--- src/rtl/ram_writer.sv ---
// -----------------------------------------------------------------------------
// ram_writer
//
// Write-side companion to the board's small lookup memory. Holds a
// DATA_WIDTH x 2**ADDR_WIDTH RAM that is loaded from switch inputs and
// exposes a registered read port for the LED/LCD debug displays.
//
// Two write modes, each started by a rising edge on its request line:
//   - single write : one cycle, writes wr_data to wr_addr
//   - fill         : DEPTH cycles, writes (seed ^ address) to every address,
//                    seed being wr_data captured at the request edge
//
// Ports:
//   clk_2      in   system clock
//   reset      in   asynchronous, active-high reset (clears RAM too)
//   wr_req     in   single-write request (level; rising edge acts)
//   fill_req   in   fill request (level; rising edge acts)
//   wr_addr    in   target address for a single write
//   wr_data    in   write data; also the fill seed
//   rd_addr    in   read address
//   rd_data    out  registered mem[rd_addr], 1-cycle latency, read-before-write
//   busy       out  high while in WRITE or FILL
//   done       out  one-cycle pulse after the final write of an operation
//   last_addr  out  address of the most recent word written
//   last_data  out  data of the most recent word written
//   wr_count   out  total words written, wraps modulo 2**CNT_WIDTH
// -----------------------------------------------------------------------------
module ram_writer #(
    parameter int ADDR_WIDTH = 2,
    parameter int DATA_WIDTH = 4,
    parameter int CNT_WIDTH  = 8
) (
    input  logic                  clk_2,
    input  logic                  reset,
    input  logic                  wr_req,
    input  logic                  fill_req,
    input  logic [ADDR_WIDTH-1:0] wr_addr,
    input  logic [DATA_WIDTH-1:0] wr_data,
    input  logic [ADDR_WIDTH-1:0] rd_addr,
    output logic [DATA_WIDTH-1:0] rd_data,
    output logic                  busy,
    output logic                  done,
    output logic [ADDR_WIDTH-1:0] last_addr,
    output logic [DATA_WIDTH-1:0] last_data,
    output logic [CNT_WIDTH-1:0]  wr_count
);

    localparam int DEPTH = 2 ** ADDR_WIDTH;

    typedef enum logic [1:0] {
        IDLE  = 2'd0,
        WRITE = 2'd1,
        FILL  = 2'd2
    } state_t;

    state_t                state_q;

    // Request edge detection
    logic                  wr_req_q;
    logic                  fill_req_q;
    logic                  wr_rise;
    logic                  fill_rise;

    // Operands captured at the request edge
    logic [ADDR_WIDTH-1:0] addr_q;
    logic [DATA_WIDTH-1:0] data_q;     // single-write data or fill seed
    logic [ADDR_WIDTH-1:0] fill_cnt_q;

    // Registered outputs
    logic [DATA_WIDTH-1:0] rd_data_q;
    logic                  done_q;
    logic [ADDR_WIDTH-1:0] last_addr_q;
    logic [DATA_WIDTH-1:0] last_data_q;
    logic [CNT_WIDTH-1:0]  wr_count_q;

    // Storage
    logic [DATA_WIDTH-1:0] mem_q [DEPTH];

    // Write port, decoded from the current state
    logic                  mem_we;
    logic [ADDR_WIDTH-1:0] mem_waddr;
    logic [DATA_WIDTH-1:0] mem_wdata;

    assign wr_rise   = wr_req   & ~wr_req_q;
    assign fill_rise = fill_req & ~fill_req_q;

    // -------------------------------------------------------------------------
    // Write port decode. During FILL the counter doubles as the address; the
    // size cast zero-extends it (or keeps its low bits when it is wider than
    // a data word) before it is mixed into the seed.
    // -------------------------------------------------------------------------
    always_comb begin
        mem_we    = 1'b0;
        mem_waddr = addr_q;
        mem_wdata = data_q;
        case (state_q)
            WRITE: begin
                mem_we = 1'b1;
            end
            FILL: begin
                mem_we    = 1'b1;
                mem_waddr = fill_cnt_q;
                mem_wdata = data_q ^ DATA_WIDTH'(fill_cnt_q);
            end
            default: begin
                mem_we = 1'b0;
            end
        endcase
    end

    // -------------------------------------------------------------------------
    // Control FSM with registered status outputs.
    // Request flops sample every cycle regardless of state, so a level held
    // through a busy period never produces a late rise.
    // -------------------------------------------------------------------------
    always_ff @(posedge clk_2 or posedge reset) begin
        if (reset) begin
            state_q     <= IDLE;
            wr_req_q    <= 1'b0;
            fill_req_q  <= 1'b0;
            addr_q      <= '0;
            data_q      <= '0;
            fill_cnt_q  <= '0;
            done_q      <= 1'b0;
            last_addr_q <= '0;
            last_data_q <= '0;
            wr_count_q  <= '0;
        end else begin
            wr_req_q   <= wr_req;
            fill_req_q <= fill_req;
            done_q     <= 1'b0;

            if (mem_we) begin
                last_addr_q <= mem_waddr;
                last_data_q <= mem_wdata;
                wr_count_q  <= wr_count_q + CNT_WIDTH'(1);
            end

            case (state_q)
                IDLE: begin
                    // Fill has priority; a coincident write rise is dropped.
                    if (fill_rise) begin
                        fill_cnt_q <= '0;
                        data_q     <= wr_data;
                        state_q    <= FILL;
                    end else if (wr_rise) begin
                        addr_q     <= wr_addr;
                        data_q     <= wr_data;
                        state_q    <= WRITE;
                    end
                end
                WRITE: begin
                    done_q  <= 1'b1;
                    state_q <= IDLE;
                end
                FILL: begin
                    if (fill_cnt_q == ADDR_WIDTH'(DEPTH - 1)) begin
                        done_q  <= 1'b1;
                        state_q <= IDLE;
                    end else begin
                        fill_cnt_q <= fill_cnt_q + ADDR_WIDTH'(1);
                    end
                end
                default: begin
                    state_q <= IDLE;
                end
            endcase
        end
    end

    // -------------------------------------------------------------------------
    // RAM and read register. Both are updated on the same edge with
    // non-blocking assignments, which gives read-before-write behaviour when
    // rd_addr matches the address being written.
    // -------------------------------------------------------------------------
    always_ff @(posedge clk_2 or posedge reset) begin
        if (reset) begin
            for (int unsigned i = 0; i < DEPTH; i++) begin
                mem_q[i] <= '0;
            end
            rd_data_q <= '0;
        end else begin
            rd_data_q <= mem_q[rd_addr];
            if (mem_we) begin
                mem_q[mem_waddr] <= mem_wdata;
            end
        end
    end

    assign busy      = (state_q == WRITE) || (state_q == FILL);
    assign rd_data   = rd_data_q;
    assign done      = done_q;
    assign last_addr = last_addr_q;
    assign last_data = last_data_q;
    assign wr_count  = wr_count_q;

endmodule

--- config.mk ---
export PLATFORM = sky130hd
export DESIGN_NAME = ram_writer
export DESIGN_NICKNAME = d
export VERILOG_FILES = /design/src/rtl/ram_writer.sv
export SDC_FILE = /design/constraint.sdc
export NUM_CORES = 1
export LEC_CHECK = 0
export BUFFER_PORTS_ARGS = -buffer_cell sky130_fd_sc_hd__buf_2
export CAP_MARGIN = 20
export CORE_UTILIZATION = 30
export DETAILED_ROUTE_END_ITERATION = 16
export PLACE_DENSITY = 0.59
export SLEW_MARGIN = 20
export SYNTH_ARGS = -nofsm -noshare
export SYNTH_HDL_FRONTEND = slang
export SYNTH_SLANG_ARGS = --single-unit
--- constraint.sdc ---
create_clock -name clk_2 -period 4.5 [get_ports clk_2]
set_input_delay 0.225 -clock clk_2 [delete_from_list [all_inputs] [get_ports clk_2]]
set_output_delay 0.225 -clock clk_2 [all_outputs]
set_load 0.05 [all_outputs]
==> impl_results.rst, run 1 <==
.. list-table::
   :header-rows: 1

   * - Metric
     - Value
   * - Result of the run
     - complete, no violations
   * - Height of the die
     - 86.1 microns
   * - I/O pin count
     - 32
   * - Effective utilization at floorplan
     - 31.1%
   * - Share of cells above drive strength 1
     - 41.3%
   * - Combined global-route utilization of all metal layers
     - 11.6%
   * - Final total negative setup slack
     - 0 ps
   * - Final standard cell area without fillers
     - 2510 sq um
   * - CTS H-tree depth
     - 2
   * - RD Place Congestion
     - 0.798
   * - Overall Power
     - 1.98 mW
   * - Required time reported for the critical path endpoint
     - 4690 ps
   * - DP Wirelength
     - 2740 microns
   * - Clk buf depth
     - 2
   * - Post-layout min period
     - 2220 ps
   * - Worst hold slack across all endpoints
     - 35.3 ps
   * - Register-to-Register Setup Slack
     - 2280 ps
   * - Standard-cell row count
     - 30
   * - Per-cell routed wire length
     - 13.6 microns
   * - Worst-skew pair later-pin latency
     - 310 ps
   * - Fraction of the yosys area taken by sequential cells
     - 55.4%
   * - Relative area change from synthesis to final layout
     - 18.1%
   * - Worst vdd ir
     - 0.254 mV
   * - Initial DRC count
     - 25
   * - Worst Tran Pin Value
     - 633 ps
   * - Number of clock sinks
     - 47
   * - Power density relative to cell area
     - 791 nW/um^2
   * - Number of antenna violations at the first check in global routing
     - 0
   * - Setup Skew
     - 14.0 ps
   * - Die width
     - 86.1 microns
   * - Worst slew margin
     - 57.8%
   * - First-pass GRT wire length
     - 6380 microns
   * - CTS Buf Count
     - 5
   * - Area of the core
     - 6830 sq um
   * - Wirelength, routed
     - 3870 microns
   * - Arr. time, crit path
     - 2410 ps
   * - Syn nets
     - 169
   * - Final Slew Violations
     - 0
   * - Maximum clock frequency
     - 450 MHz
   * - Via count of the first global-routing pass
     - 1,240
   * - Clock root cell
     - clkbuf_8
   * - Final critical-path share of the clock period
     - 49.4%
   * - Post-detailed-placement cell area
     - 2380 sq um
   * - Final layout net count
     - 206
   * - Number of library cell types mapped by synthesis
     - 33
   * - Final hold viol count
     - 0
   * - Largest fanout of any net on the critical path
     - 19
   * - Number of failing setup endpoints in the final timing report
     - 0
   * - Setup crit end kind
     - flop
   * - Maximum number of pins on one net before global-route repair
     - 48
   * - Setup repair after global routing missed its margin
     - no
   * - CP bufs+invs
     - 1
   * - CTS tree
     - done
   * - Slowest stage delay, CP
     - 690 ps
   * - Clock slew at the register clock pins of the worst setup and hold paths
     - 90 ps
   * - Routed Antenna Nets
     - 0
   * - Hold crit path type
     - in -> reg
   * - Leakage power
     - 1.11 nW
   * - Count of TritonRoute iterations in the first routing pass
     - 4
   * - I/O Buffers
     - 31
   * - Slowest-stage cell, CP
     - ha_1
   * - Drt drc
     - 0
   * - Max_cap viols
     - 0
   * - Crit-path leading delay family
     - adder cells
   * - Yosys warns
     - 0
   * - Drt via density
     - 4.48
   * - Per-instance average area after synthesis
     - 14.1 sq um
   * - Number of vias in the routed layout
     - 1,276
   * - Number of synthesized register bits
     - 47
   * - Die area
     - 7420 sq um
   * - Post-synthesis instance area
     - 2120 sq um
   * - Grt total ovfl
     - 0
   * - Critical path startpoint category
     - flop
   * - Critical-path cell list
     - inv_1 -> ha_1 -> nand2_1 -> o32ai_4 -> mux2_2
   * - Synthesized netlist cell count
     - 151
   * - Number of diodes added for antenna fixing
     - 0
   * - Classification of the worst setup path
     - reg -> reg
flip-flops by register name, indices dropped and copies added (netlist names):
| signal | flops |
|---|---|
| mem_q | 16 |
| wr_count | 8 |
| data_q | 4 |
| last_data | 4 |
| rd_data | 4 |
| addr_q | 2 |
| fill_cnt_q | 2 |
| last_addr | 2 |
| state_q | 2 |
| done | 1 |
| fill_req_q | 1 |
| wr_req_q | 1 |
cells by family after synthesis:
kind of cell    after synthesis  share of synthesized area, %
fa+ha+maj                     6                          3.54
compound gates               17                          7.48
simple gates                 33                          8.49
xor+xnor                      9                          3.71
flops                        47                          55.4
mux                          32                          19.7
buf+inv                       7                          1.65
power breakdown:
part	internal [mW]	leakage, nW	switching, mW
clock	0.126	0.0474	0.149
sequential	0.615	0.572	0.144
combinational	0.379	0.488	0.572
cell usage after synthesis, drive strengths merged:
| cell | instances | share of area [%] |
|---|---|---|
| a211o | 1 | 0.41 |
| a21oi | 5 | 1.2 |
| a221o | 1 | 0.47 |
| a31oi | 1 | 0.29 |
| a32o | 1 | 0.47 |
| and3 | 1 | 0.29 |
| buf | 3 | 0.94 |
| dfrtp | 47 | 55 |
| ha | 6 | 3.5 |
| inv | 4 | 0.71 |
| mux2 | 27 | 15 |
| mux2i | 1 | 0.47 |
| mux4 | 4 | 4.2 |
| nand2 | 10 | 1.8 |
| nand2b | 7 | 2.2 |
| nand3 | 1 | 0.24 |
| nand3b | 1 | 0.35 |
| nand4 | 4 | 1.2 |
| nor2 | 4 | 0.71 |
| nor2b | 3 | 0.88 |
| nor4bb | 1 | 0.47 |
| o21ai | 3 | 0.71 |
| o22ai | 2 | 1.2 |
| o32a | 1 | 1.1 |
| o32ai | 1 | 1.3 |
| o41ai | 1 | 0.41 |
| or3b | 1 | 0.41 |
| xnor2 | 7 | 2.9 |
| xor2 | 2 | 0.83 |
final cells by class:
class	instances	area, sq um
Fill cell	714	4320
Sequential cell	47	1180
Multi-Input combinational cell	97	912
Timing Repair Buffer	33	185
Tap cell	96	120
Clock buffer	6	82.6
Clock inverter	2	16.3
Inverter	4	15.0
final timing paths:
| check | start | endpoint | cells past startpoint |
|---|---|---|---|
| min reg2reg | wr_count[7]$_DFFE_PP0P_ | wr_count[7]$_DFFE_PP0P_ | 1 |
| max in group asynchronous | reset | data_q[2]$_DFFE_PP0P_ | 4 |
| max | state_q[1]$_DFFE_PP0P_ | mem_q[7]$_DFFE_PP0P_ | 5 |
| max reg2reg | state_q[1]$_DFFE_PP0P_ | mem_q[7]$_DFFE_PP0P_ | 5 |
| min in group asynchronous | reset | last_data[3]$_DFFE_PP0P_ | 3 |
| min | wr_req | wr_req_q$_DFF_PP0_ | 1 |
metrics by stage:
step	setup slack (ps)	util (%)	std cells
after CTS	2230	36.3	283
after global placement	2320	34.8	275
after floorplan	2420	-	151
final	2280	36.7	285
after global routing	2060	36.7	285
after detailed placement	2290	34.8	275
layer usage:
metal | up-vias | wire (microns) | track usage (%) | part of all wire, %
met2 | 29 | 1710 | 16.9 | 44
met3 | 4 | 195 | 3.95 | 5.0
met1 | 627 | 1910 | 15.4 | 49
li1 | 616 | - | - | -
met4 | 0 | 63 | 5.45 | 1.6
met5 | - | 0 | 0 | 0
repair_timing:
action,in CTS,in global routing
hold buffers,0,1
endpoints found under the hold margin,0,22
setup buffers,0,0
resized for setup,0,0
cell usage in the layout (no fill, tap or decap), types with 2 or more instances in the layout:
| master | count |
|---|---|
| nand2b_1 | 6 |
| nand4_1 | 4 |
| nor2b_1 | 3 |
| ha_1 | 6 |
| nand2_1 | 10 |
| clkbuf_8 | 6 |
| mux2_4 | 4 |
| buf_2 | 31 |
| a21oi_1 | 5 |
| xor2_1 | 2 |
| dfrtp_1 | 47 |
| o22ai_2 | 2 |
| mux2_2 | 23 |
| inv_1 | 3 |
| mux4_2 | 4 |
| o21ai_0 | 2 |
| xnor2_1 | 7 |
| nor2_1 | 4 |
No activity file was read; power rests on OpenSTA's default activity.
==> inputs of run 2 (changes only) <==
==> constraint.sdc (replaced) <==
create_clock -name clk_2 -period 2.2 [get_ports clk_2]
set_input_delay 0.11 -clock clk_2 [delete_from_list [all_inputs] [get_ports clk_2]]
set_output_delay 0.11 -clock clk_2 [all_outputs]
set_load 0.05 [all_outputs]
==> run 2 against run 1 <==
Compared with the run above:
- non-clock buffer count rose by 5
- worst setup slack got worse by 2000 ps
- clock skew is 7.4 ps lower
- register-to-register slack worse by 2000 ps
- sequential power rose by 100%
- die area stayed put
- via count up 1.8%
- sequential cell count did not move
- critical path type unchanged
==> impl_results.rst, run 2 (synthesis gave the netlist of run 1 again) <==
.. list-table::
   :header-rows: 1

   * - Metric
     - Value
   * - Clock root cell
     - clkbuf_8
   * - Register with the most flip-flops
     - mem_q
   * - Effective utilization at floorplan
     - 31.1% (unchanged)
   * - Worst setup margin
     - 303 ps (-1970 ps)
   * - Share of cells above drive strength 1
     - 41.8% (+0.48 points)
   * - Number of failing setup endpoints in the final timing report
     - 0 (unchanged)
   * - Wirelength, routed
     - 3790 microns (-2.1%)
   * - Setup crit end kind
     - flop
   * - Die area
     - 7420 sq um (unchanged)
   * - Post-Route M1 WL
     - 1940 microns (+1.9%)
   * - Post-layout min period
     - 1900 ps (-327 ps)
   * - RD Place Congestion
     - 0.851 (+6.6%)
   * - Height of the die
     - 86.1 microns (unchanged)
   * - Relative area change from synthesis to final layout
     - 20.3%
   * - Per-cell routed wire length
     - 13.1 microns (-3.8%)
   * - Drt via density
     - 4.48 (about the same)
   * - Number of diodes added for antenna fixing
     - 0 (unchanged)
   * - Largest fanout of any net on the critical path
     - 6 (-13)
   * - Final hold viol count
     - 0 (unchanged)
   * - Fillers
     - 705 (-1.3%)
   * - CTS tree
     - done
   * - Max FFs per register
     - 16 (unchanged)
   * - Worst Tran Pin Value
     - 447 ps (-186 ps)
   * - Number of antenna violations at the first check in global routing
     - 0 (unchanged)
   * - Commonest non-fill, non-tap cell in the layout
     - dfrtp_1
   * - Via count of the first global-routing pass
     - 1,279 (+3.1%)
   * - Commonest non-fill, non-tap cells in the layout
     - dfrtp_1, buf_2, mux2_2, nand2_1, xnor2_1
   * - Setup Skew
     - 6.67 ps (-7.38 ps)
   * - Final layout net count
     - 211 (+2.4%)
   * - Result of the run
     - complete, no violations
   * - Grt total ovfl
     - 0 (unchanged)
   * - Classification of the worst setup path
     - reg -> reg
   * - Min-Delay Path Depth
     - 2 (+1)
   * - Die width
     - 86.1 microns (unchanged)
   * - I/O Buffers
     - 31 (unchanged)
   * - Maximum clock frequency
     - 527 MHz (+17%)
   * - Worst slew margin
     - 70.0% (+12 points)
   * - Final Slew Violations
     - 0 (unchanged)
   * - First-pass GRT wire length
     - 6360 microns (-0.22%)
   * - Area of the core
     - 6830 sq um (unchanged)
   * - Clock slew at the register clock pins of the worst setup and hold paths
     - 90 ps (about the same)
   * - Setup repair after global routing missed its margin
     - no
   * - Hold crit path type
     - in -> reg
   * - Routed Antenna Nets
     - 0 (unchanged)
   * - CTS H-tree depth
     - 2 (unchanged)
   * - Detailed-routed wire length on met3
     - 161 microns (-17%)
   * - Max_cap viols
     - 0 (unchanged)
   * - Drt drc
     - 0 (unchanged)
   * - Maximum number of pins on one net before global-route repair
     - 20 (-58%)
   * - Leakage power
     - 1.14 nW (+2.7%)
   * - Count of TritonRoute iterations in the first routing pass
     - 4 (unchanged)
   * - Final critical-path share of the clock period
     - 86.2% (+37 points)
   * - Worst-skew pair later-pin latency
     - 300 ps (about the same)
   * - CTS Buf Count
     - 5 (unchanged)
   * - Required time reported for the critical path endpoint
     - 2400 ps (-2290 ps)
   * - DP Wirelength
     - 2890 microns (+5.5%)
   * - Number of clock sinks
     - 47 (unchanged)
   * - Routed wire length on met2
     - 1630 microns (-4.3%)
   * - Arr. time, crit path
     - 2090 ps (-320 ps)
   * - Highest routing layer actually used
     - met4
   * - Number of vias in the routed layout
     - 1,299 (+1.8%)
   * - Final total negative setup slack
     - 0 ps (unchanged)
   * - Power density relative to cell area
     - 1640 nW/um^2 (+110%)
   * - Clk buf depth
     - 2 (unchanged)
   * - Standard-cell row count
     - 30 (unchanged)
   * - Pre-CTS setup slack
     - 316 ps (-1980 ps)
   * - I/O pin count
     - 32 (unchanged)
   * - Combined global-route utilization of all metal layers
     - 11.2% (-0.37 points)
   * - Initial DRC count
     - 43 (+72%)
   * - Depth of the worst register-to-register path
     - 6 (+1)
   * - Worst vdd ir
     - 0.532 mV (+110%)
   * - Critical path startpoint category
     - flop
[run 2: cell count changes in the layout (fill, tap and decap cells not counted), sizes merged]
cell and change:
clkbuf -1, inv +1, clkinvlp -1, bufinv +1, dlygate4sd3 +2, buf +3
[run 2: what timing repair did]
action                     in CTS  in global routing
setup endpoints to repair       0                  0
hold endpoints to repair       16                  0
resized for setup               0                  0
hold buffers                    3                  0
setup buffers                   0                  0
[run 2: layer usage]
metal | global-route usage (%) | up-vias
li1 | - | 630
met1 | 16.1 | 631
met2 | 16.3 | 30
met3 | 3.08 | 8
met4 | 3.64 | 0
met5 | 0 | -
[run 2: cell type report]
cell class | instances | area (sq um) | share of cell area, %
well taps | 96 | 120 | 4.70
inverters | 4 | 15.0 | 0.588
multi-input cells | 97 | 912 | 35.7
flip-flops and latches | 47 | 1180 | 46.0
clock buffers | 5 | 68.8 | 2.69
clock inverters | 3 | 47.5 | 1.86
repair buffers | 38 | 215 | 8.42
[run 2: where the power goes]
| part | internal [mW] | leakage (nW) | switching (mW) |
|---|---|---|---|
| combinational | 0.807 | 0.506 | 1.18 |
| clock | 0.344 | 0.0587 | 0.303 |
| sequential | 1.26 | 0.572 | 0.288 |
[run 2: worst max-delay path, stage by stage (launching register included)]
cell and delay, ps:
dfrtp_1 410, inv_1 80, ha_1 390, buf_4 190, nand2b_1 100, o22ai_2 250
mux2_2 380
[run 2: per-stage QoR]
stage	util (%)	total power, mW	area (sq um)	hold slack [ps]	instances
after global routing	37.4	4.45	2550	35.7	290
after CTS	37.4	4.23	2550	34.6	290
after detailed placement	35.3	3.57	2410	92.5	279
after floorplan	-	3.12	2120	141	151
final	37.4	4.18	2550	36.5	290
after global placement	35.3	3.53	2410	90.0	279
[run 2: worst paths after layout]
path,from,to,slack [ps]
max,state_q[1]$_DFFE_PP0P_,mem_q[11]$_DFFE_PP0P_,300
min,wr_addr[1],addr_q[1]$_DFFE_PP0P_,40
max reg2reg,state_q[1]$_DFFE_PP0P_,mem_q[11]$_DFFE_PP0P_,300
min reg2reg,wr_count[7]$_DFFE_PP0P_,wr_count[7]$_DFFE_PP0P_,460
max in group asynchronous,reset,addr_q[0]$_DFFE_PP0P_,1320
min in group asynchronous,reset,rd_data[0]$_DFF_PP0_,300
==> inputs of run 3 (changes only) <==
--- a/config.mk
+++ b/config.mk
@@ -5,6 +5,7 @@
 export SDC_FILE = /design/constraint.sdc
 export NUM_CORES = 1
 export LEC_CHECK = 0
+export ABC_AREA = 1
 export BUFFER_PORTS_ARGS = -buffer_cell sky130_fd_sc_hd__buf_2
 export CAP_MARGIN = 20
 export CORE_UTILIZATION = 30
==> run 3 against run 2 <==
Compared with the run above:
- cell area grew 4.3%
- global-route usage rose by 2.0 points
- total power decreased by 3.4%
- combinational power about the same
- worst hold slack better by 2.7 ps
- via count is 36% higher
- sequential power decreased by 3%
- core utilization decreased by 1.0 points
- highest routed layer unchanged
==> impl_results.rst, run 3 <==
.. list-table::
   :header-rows: 1

   * - Metric
     - Value
   * - Die area
     - 8000 sq um (+7.9%)
   * - CTS Buf Count
     - 5 (unchanged)
   * - Synth top area cells
     - dfrtp_1, nand2_1, inv_1
   * - Die width
     - 89.5 microns (+3.9%)
   * - Area of the multi-input gates
     - 961 sq um (+5.3%)
   * - Effective utilization at floorplan
     - 31.3% (+0.22 points)
   * - Result of the run
     - complete, no violations
   * - Endpoint of the most critical register-to-register path
     - wr_count[4]$_DFFE_PP0P_
   * - Number of antenna violations at the first check in global routing
     - 0 (unchanged)
   * - Overall Power
     - 4.04 mW (-3.4%)
   * - Syn nets
     - 286 (+69%)
   * - Share of cells above drive strength 1
     - 20.6% (-21 points)
   * - Maximum clock frequency
     - 597 MHz (+13%)
   * - Worst slew margin
     - 57.6% (-12 points)
   * - Largest family of logic cells by synthesized area
     - simple AND/OR/NAND/NOR gates
   * - Worst setup margin
     - 526 ps (+223 ps)
   * - Commonest register cell after synthesis
     - dfrtp_1
   * - Standard-cell row count
     - 31 (+3.3%)
   * - Yosys warns
     - 0 (unchanged)
   * - Number of diodes added for antenna fixing
     - 0 (unchanged)
   * - Register-to-Register Setup Slack
     - 530 ps (+220 ps)
   * - Final total negative setup slack
     - 0 ps (unchanged)
   * - Share of the synthesized netlist area taken by xor and xnor gates
     - 1.53% (-2.2 points)
   * - Commonest non-fill, non-tap cells in the layout
     - nand2_1, dfrtp_1, buf_2, inv_1, nand3_1
   * - Leakage power
     - 1.42 nW (+25%)
   * - Arr. time, crit path
     - 1880 ps (-210 ps)
   * - Final critical-path share of the clock period
     - 76.1% (-10 points)
   * - Post-synthesis instance area
     - 2290 sq um (+8.1%)
   * - Post-synth EDFFs
     - 0 (unchanged)
   * - Hold crit path type
     - in -> reg
   * - Worst-skew pair later-pin latency
     - 310 ps (about the same)
   * - Fraction of synthesis flops using an asynchronous set or reset pin
     - 100% (unchanged)
   * - Wirelength, routed
     - 4570 microns (+21%)
   * - Height of the die
     - 89.5 microns (+3.9%)
   * - Clock slew at the register clock pins of the worst setup and hold paths
     - 90 ps (about the same)
   * - CTS H-tree depth
     - 2 (unchanged)
   * - Number of library cell types mapped by synthesis
     - 26 (-21%)
   * - Clk buf depth
     - 2 (unchanged)
   * - CTS tree
     - done
   * - Required time reported for the critical path endpoint
     - 2400 ps (about the same)
   * - Largest fanout of any net on the critical path
     - 11 (+5)
   * - Number of clock sinks
     - 47 (unchanged)
   * - Combined flip-flop and latch cell area
     - 1180 sq um (unchanged)
   * - Number of failing setup endpoints in the final timing report
     - 0 (unchanged)
   * - Synth cell count leaders
     - nand2_1, dfrtp_1, inv_1
   * - Switching component of the power
     - 2.03 mW (+15%)
   * - Relative contribution of combinational cells to total power
     - 50.1% (+2.5 points)
   * - Resize count post-CTS
     - 0 (unchanged)
   * - Initial DRC count
     - 148 (+240%)
   * - Area of the core
     - 7330 sq um (+7.3%)
   * - Worst vdd ir
     - 0.663 mV (+25%)
   * - Classification of the worst setup path
     - reg -> reg
   * - Per-instance average area after synthesis
     - 8.56 sq um (-39%)
   * - Maximum number of pins on one net before global-route repair
     - 31 (+55%)
   * - Via count of the first global-routing pass
     - 1,716 (+34%)
   * - I/O Buffers
     - 31 (unchanged)
   * - Final Slew Violations
     - 0 (unchanged)
   * - Max FFs per register
     - 16 (unchanged)
   * - Share of the core filled with cells in the final layout
     - 36.4% (-1.0 points)
   * - Count of TritonRoute iterations in the first routing pass
     - 4 (unchanged)
   * - Internal power consumption
     - 2.01 mW (-17%)
   * - Clock root cell
     - clkbuf_8
   * - End of the critical path
     - wr_count[4]$_DFFE_PP0P_
   * - CP Launch Point
     - state_q[1]$_DFFE_PP0P_
   * - Per-cell routed wire length
     - 11.3 microns (-14%)
   * - Post-layout min period
     - 1670 ps (-223 ps)
   * - Power density relative to cell area
     - 1520 nW/um^2 (-7.4%)
   * - Grt total ovfl
     - 0 (unchanged)
   * - Final hold viol count
     - 0 (unchanged)
   * - DP Wirelength
     - 3450 microns (+20%)
   * - Register with the most flip-flops
     - mem_q
   * - Commonest non-fill, non-tap cell in the layout
     - nand2_1
   * - Synthesized netlist cell count
     - 268 (+77%)
   * - Routed Antenna Nets
     - 0 (unchanged)
   * - Adder-Cell Fraction of Synth Area
     - 3.27% (-0.26 points)
   * - Final layout net count
     - 324 (+54%)
   * - Drt via density
     - 4.38 (-2.3%)
   * - Critical path startpoint category
     - flop
   * - Drt drc
     - 0 (unchanged)
   * - Leading area contributor after synthesis
     - dfrtp_1
   * - RD Place Congestion
     - 0.748 (-12%)
   * - Combined global-route utilization of all metal layers
     - 13.2% (+2.0 points)
   * - Worst hold slack across all endpoints
     - 39.2 ps (+2.71 ps)
   * - Area share of and/or/nand/nor cells after synthesis
     - 32.4% (+24 points)
   * - Pre-CTS setup slack
     - 519 ps (+203 ps)
   * - Multiplexer fraction of the synthesized cell area
     - 0% (-20 points)
   * - Max_cap viols
     - 0 (unchanged)
   * - Relative area change from synthesis to final layout
     - 16.1%
   * - Number of vias in the routed layout
     - 1,772 (+36%)
   * - Number of synthesized register bits
     - 47 (unchanged)
   * - Setup repair after global routing missed its margin
     - no
   * - Launching point of the worst reg2reg path
     - state_q[1]$_DFFE_PP0P_
   * - Worst Tran Pin Value
     - 635 ps (+189 ps)
   * - Most numerous cell in the Yosys netlist
     - nand2_1
   * - Area fraction in compound gates after synthesis
     - 4.69% (-2.8 points)
   * - Sw Ratio
     - 50.4% (+7.9 points)
   * - Setup crit end kind
     - flop
   * - Sequential share of power
     - 37.2% (+0.2 points)
   * - Setup Skew
     - 12.7 ps (+6.02 ps)
   * - Fraction of the yosys area taken by sequential cells
     - 51.3% (-4.1 points)
   * - Fillers
     - 756 (+7.2%)
   * - Depth of the worst register-to-register path
     - 7 (+1)
   * - Power share of the clock group
     - 12.7% (-2.8 points)
   * - Post-synth top area share
     - 51.3% (-4.1 points)
   * - I/O pin count
     - 32 (unchanged)
   * - First-pass GRT wire length
     - 7890 microns (+24%)
-- run 3: worst min-delay path by stage --
stage | startpoint | end | slack, ps | cells past startpoint
after CTS | wr_data[1] | data_q[1]$_DFFE_PP0P_ | 30 | 3
after detailed placement | wr_req | wr_req_q$_DFF_PP0_ | 230 | 1
after global routing | wr_data[0] | data_q[0]$_DFFE_PP0P_ | 30 | 3
after global placement | wr_req | wr_req_q$_DFF_PP0_ | 230 | 1
after floorplan | fill_req | fill_req_q$_DFF_PP0_ | 140 | 0
final | wr_data[0] | data_q[0]$_DFFE_PP0P_ | 40 | 3
-- run 3: timing repair --
action,in CTS,in global routing
hold buffers,3,0
endpoints found under the hold margin,30,0
buffers inserted,0,0
-- run 3: cells by family after synthesis --
kind of cell / Yosys count
simple gates: 156
compound gates: 20
buf+inv: 35
fa+ha+maj: 6
xor+xnor: 4
flops: 47
-- run 3: critical path, stage by stage (launching register included) --
cell	delay, ps
dfrtp_1	400
inv_1	80
ha_1	440
buf_4	260
nand2_2	80
nor2_2	120
nand2_1	80
xnor2_1	120
-- run 3: layout make-up --
type                            count  share of cell area [%]
Tap cell                           99                    4.65
Clock inverter                      2                   0.516
Sequential cell                    47                    44.1
Timing Repair Buffer               37                    7.79
Inverter                           29                    4.27
Multi-Input combinational cell    186                    36.1
Clock buffer                        5                    2.58
-- run 3: power groups by stage --
stage / Clock (mW) / Combinational [mW] / Sequential (mW)
after detailed placement: 0 / 2.04 / 1.52
after CTS: 0.540 / 2.05 / 1.51
final: 0.513 / 2.02 / 1.50
after global routing: 0.573 / 2.25 / 1.56
after floorplan: 0 / 1.28 / 1.86
after global placement: 0 / 2.02 / 1.52
-- run 3: through the flow --
step	instances	area (sq um)
final	405	2670
after global routing	405	2670
after CTS	405	2670
after detailed placement	395	2550
after global placement	395	2550
after floorplan	268	2290
-- run 3: per-layer routing --
| metal | up-vias | part of all wire [%] | GRT usage, % |
|---|---|---|---|
| li1 | 918 | - | - |
| met4 | 0 | 1.3 | 5.19 |
| met5 | - | 0 | 0 |
| met2 | 28 | 46 | 21.7 |
| met3 | 7 | 2.9 | 2.49 |
| met1 | 819 | 49 | 17.2 |
